**config.mk**
```make
export PLATFORM = sky130hd
export DESIGN_NAME = mux_share_arbiter
export DESIGN_NICKNAME = d
export VERILOG_FILES = /design/src/rtl/mux_share_arbiter.sv
export SDC_FILE = /design/constraint.sdc
export NUM_CORES = 1
export LEC_CHECK = 0
export ABC_AREA = 1
export ABC_CLOCK_PERIOD_IN_PS = 1300
export BUFFER_PORTS_ARGS = -buffer_cell sky130_fd_sc_hd__buf_2
export CORE_UTILIZATION = 40
export CTS_CLUSTER_SIZE = 20
export DETAILED_ROUTE_END_ITERATION = 8
export HOLD_SLACK_MARGIN = 0.03
export PLACE_DENSITY = 0.68
export SKIP_LAST_GASP = 1
export SLEW_MARGIN = 20
export SYNTH_ARGS = -nofsm -noshare
export SYNTH_HDL_FRONTEND = slang
export SYNTH_SLANG_ARGS = --single-unit
```
**constraint.sdc**
```tcl
create_clock -name clk -period 1.3 [get_ports clk]
set_input_delay 0.065 -clock clk [delete_from_list [all_inputs] [get_ports clk]]
set_output_delay 0.065 -clock clk [all_outputs]
set_load 0.005 [all_outputs]
```
**src/rtl/mux_share_arbiter.sv**
```systemverilog
// mux_share_arbiter
// Round-robin arbiter that shares one N-bit 2:1 select path between two
// valid/ready requesters. The winning word is held in a 1-entry output
// register that has its own valid/ready handshake to the consumer.
module mux_share_arbiter #(
    parameter int N     = 8,
    parameter int CNT_W = 16
) (
    input  logic             clk,
    input  logic             rst_n,
    input  logic             a_valid,
    input  logic [N-1:0]     a_data,
    output logic             a_ready,
    input  logic             b_valid,
    input  logic [N-1:0]     b_data,
    output logic             b_ready,
    output logic             sel,
    output logic             out_valid,
    output logic [N-1:0]     out_data,
    input  logic             out_ready,
    output logic [CNT_W-1:0] cnt_a,
    output logic [CNT_W-1:0] cnt_b
);

    typedef enum logic {EMPTY, FULL} state_t;

    state_t state;
    logic   last;       // source of the most recent load: 0 = A, 1 = B
    logic   grant_a;
    logic   grant_b;
    logic   can_load;

    assign out_valid = (state == FULL);

    // Round-robin grant and handshake readies; readies are held low during reset
    always_comb begin
        grant_a  = a_valid & (~b_valid | last);
        grant_b  = b_valid & (~a_valid | ~last);
        can_load = (state == EMPTY) | (out_ready & out_valid);
        a_ready  = rst_n & grant_a & can_load;
        b_ready  = rst_n & grant_b & can_load;
    end

    // Output-register FSM: load on a grant, drain to EMPTY when consumed with no new grant
    always_ff @(posedge clk or negedge rst_n) begin
        if (!rst_n) begin
            state    <= EMPTY;
            out_data <= '0;
            sel      <= 1'b0;
            last     <= 1'b1;
        end else begin
            case (state)
                EMPTY: begin
                    if (a_ready || b_ready) begin
                        out_data <= b_ready ? b_data : a_data;
                        sel      <= b_ready;
                        last     <= b_ready;
                        state    <= FULL;
                    end
                end
                FULL: begin
                    if (a_ready || b_ready) begin
                        out_data <= b_ready ? b_data : a_data;
                        sel      <= b_ready;
                        last     <= b_ready;
                        state    <= FULL;
                    end else if (out_ready) begin
                        state    <= EMPTY;
                    end
                end
                default: state <= EMPTY;
            endcase
        end
    end

    // Accepted-transfer counters, wrapping modulo 2^CNT_W
    always_ff @(posedge clk or negedge rst_n) begin
        if (!rst_n) begin
            cnt_a <= '0;
            cnt_b <= '0;
        end else begin
            if (a_valid && a_ready) cnt_a <= cnt_a + 1'b1;
            if (b_valid && b_ready) cnt_b <= cnt_b + 1'b1;
        end
    end

endmodule

```
==> flow_metrics.tcl <==
set metrics [dict create \
    max_freq_mhz 717 \
    core_region_area_um2 5470 \
    r2r-end "cnt_a[11]" \
    synth_nets 298 \
    netlist_area_um2 2260 \
    synth_area_leader_cell "dfrtp_1" \
    ant_nets 0 \
    critPathCaptureType "flop" \
    tns_ns -0.920 \
    grtUsageTotal_pct 20.2 \
    setup_ws_ns -0.0943 \
    drc 0 \
    power_density_nw_per_um2 1280 \
    critPathKind "reg -> reg" \
    worst_pin_slew_ns 0.454 \
    arrival_ns 1.58 \
    drive_gt1_share_pct 38.7 \
    yosysMostFrequentCell "nand2_1" \
    grt_pass1_wl_um 9500 \
    regToRegSetupSlack_ns -0.09 \
    overflow 0 \
    fp.dieH_um 77.2 \
    cts_tree "built" \
    die_w_um 77.2 \
    crit_path_start_kind "flop" \
    p_leak_nw 1.71 \
    min_to "out_data[0]" \
    synth_cells 275 \
    min_path_cells 3 \
    synth_ff_type "dfrtp_1" \
    cts.clk_slew.worst_paths_ns 0.08 \
    avgViaCountPerCell 4.69 \
    synth_edf_count 0 \
    cap_violations 0 \
    fin_crit_ns 1.39 \
    p_int_mw 2.76 \
    syn_to_final_growth_pct 41.0 \
    max_stage_delay_ns 0.54 \
    final_nets 411 \
    htree_levels 2 \
    die_area_um2 5970 \
    clk_latency_ns 0.29 \
    grt_max_degree 36 \
    busiest_layer "met2" \
    critPathSlowestCell "dfstp_2" \
    rsz0062_at_grt "yes" \
    cts_buffers 5 \
    crit_chain "inv_2 -> nand2_2 -> nand3_4 -> buf_6 -> nor2_4 -> buf_6 -> nand3_2 -> nand2_2 -> nand2_1" \
    synth.distinct_cells 26 \
    vias 2156 \
    finalHoldViolCount 0 \
    synthArstFlopShare_pct 100 \
    holdCritPathClass "in -> reg" \
    yosysTopAreaCellShare_pct 46.4 \
    root_buffer "clkbuf_8" \
    gr-usage-met2_pct 35.1 \
    rows 27 \
    start_util_pct 41.4 \
    power_frac_seq_pct 45.7 \
    crit_fanout 7 \
    grt.met3_usage_pct 3.81 \
    power_mw 4.09 \
    power_frac_clock_pct 21.0 \
    synthTopCellsByCount "nand2_1 (100), dfrtp_1 (42), inv_1 (32)" \
    min_period_over_period_pct 107 \
    utilization_pct 58.4 \
    setup_viol 20 \
    ys_warn_count 0 \
    io_buffer_count 64 \
    drt_iter0_markers 105 \
    clockBufferDepth 2 \
    drv_slew 0 \
    postSynthAreaPerCell_um2 8.24 \
    place.gp.congestion 0.790 \
    wl_um 5710 \
    ys_ff_latch 43 \
    hpwl_um 3910 \
    diodes 0 \
    violations "setup timing" \
    timing.rr.start "last" \
    wl_per_cell_um 12.4 \
    fill_cells 503 \
    grt.met1_usage_pct 25.2 \
    io_pins 65 \
    reg2regPathDepth 9 \
    antenna_found_initial 0 \
    grt_pass1_vias 2109 \
    required_ns 1.49 \
    min_from "a_data[0]" \
    clock_skew_ns 0.0102 \
    vdd_drop_max_mv 0.839 \
    switchingPower_mw 1.34 \
    status "finished with violations" \
    power.share.combinational_pct 33.3 \
    swShare_pct 32.7 \
    synth-seq-area-share_pct 47.6 \
    cts.sinks 43 \
    slew_headroom_pct 69.7 \
    drtPass1Iterations 4 \
    synthTopCellsByArea "dfrtp_1 (46%), nand2_1 (17%), inv_1 (5.3%), nand3b_1 (3.6%), xor2_1 (3.1%)" \
]
## flip-flops by register name, indices dropped and copies added (netlist names)
name / flops
out_data: 8
cnt_b: 16
cnt_a: 16
out_valid: 1
last: 1
sel: 1
## cell usage in the layout (no fill, tap or decap), types with 2 or more instances in the layout
cell type and n:
a21oi_1 8, buf_2 63, buf_4 30, buf_6 8, clkbuf_8 6, dfrtp_1 41
dlygate4sd3_1 9, ha_2 2, inv_1 28, inv_2 5, nand2_1 94, nand2_2 9
nand2_4 2, nand3_1 5, nand3_2 2, nand3_4 3, nand3b_1 11, nand4_1 7
nor2_1 15, nor2_2 4, nor2_4 8, o21ai_0 2, o21ai_1 7, xnor2_1 2
xor2_1 8
## through the flow
stage	area, um2	hold WS (ns)	cells	setup slack [ns]
6_report	3190	0.0519	460	-0.0943
4_1_cts	3090	0.0459	455	-0.0931
3_5_place_dp	2790	0.0572	427	-0.0665
2_1_floorplan	2260	-0.231	275	0.0382
5_1_grt	3190	0.0760	460	-0.189
3_3_place_gp	2790	0.0580	427	-0.0208
## how the worst max path moves through the flow
stage	from	endpoint	slack, ns	depth (start not counted)
floorplan	last	out_data[0]	0.04	6
global placement	last	cnt_a[12]	-0.02	7
detailed placement	last	out_data[2]	-0.07	6
CTS	last	cnt_a[13]	-0.09	9
global route	last	cnt_a[11]	-0.19	9
finish	last	cnt_a[11]	-0.09	9
## final cells by class
type	count	area, um2	area share (%)
Clock inverter	1	5.00	0.157
Tap cell	72	90.1	2.82
Timing Repair Buffer	110	721	22.6
Multi-Input combinational cell	195	1090	34.2
Clock buffer	6	82.6	2.59
Inverter	33	124	3.88
Sequential cell	43	1080	33.8
## cell families after synthesis
family	Yosys count	synth area share [%]
AO/OA/AOI/OAI	19	4.20
XOR/XNOR	12	4.97
adder cells (fa/ha/maj)	2	1.10
buffers and inverters	38	7.51
flip-flops	43	47.6
AND/OR/NAND/NOR	161	34.6
## repair_timing
| item | 4_1_cts | 5_1_grt |
|---|---|---|
| gates resized for setup | 21 | 18 |
| cloned | 1 | 0 |
| endpoints found under the setup margin | 26 | 38 |
| hold endpoints to repair | 51 | 0 |
| hold buffers | 9 | 0 |
| pin swaps | 9 | 10 |
| buffers inserted | 11 | 5 |
## critical path: cells and delay by family (launching register included)
family,cells,cell delay (ns)
DFF,1,0.54
and+or+nand+nor,6,0.43
buffers and inverters,3,0.32
## power by group through the flow
| stage | Combinational, mW | Sequential [mW] | Clock [mW] |
|---|---|---|---|
| 2_1_floorplan | 0.499 | 1.89 | 0 |
| 3_3_place_gp | 1.04 | 1.88 | 0 |
| 3_5_place_dp | 1.07 | 1.88 | 0 |
| 4_1_cts | 1.23 | 1.86 | 0.895 |
| 5_1_grt | 1.53 | 1.91 | 0.944 |
| 6_report | 1.36 | 1.87 | 0.859 |
## per-layer routing
| metal | up-vias | wire (um) |
|---|---|---|
| met5 | - | 0 |
| met4 | 0 | 73 |
| met3 | 9 | 244 |
| met2 | 47 | 2900 |
| met1 | 1025 | 2490 |
| li1 | 1075 | - |
Note: power is estimated with default switching activity, not from simulation.
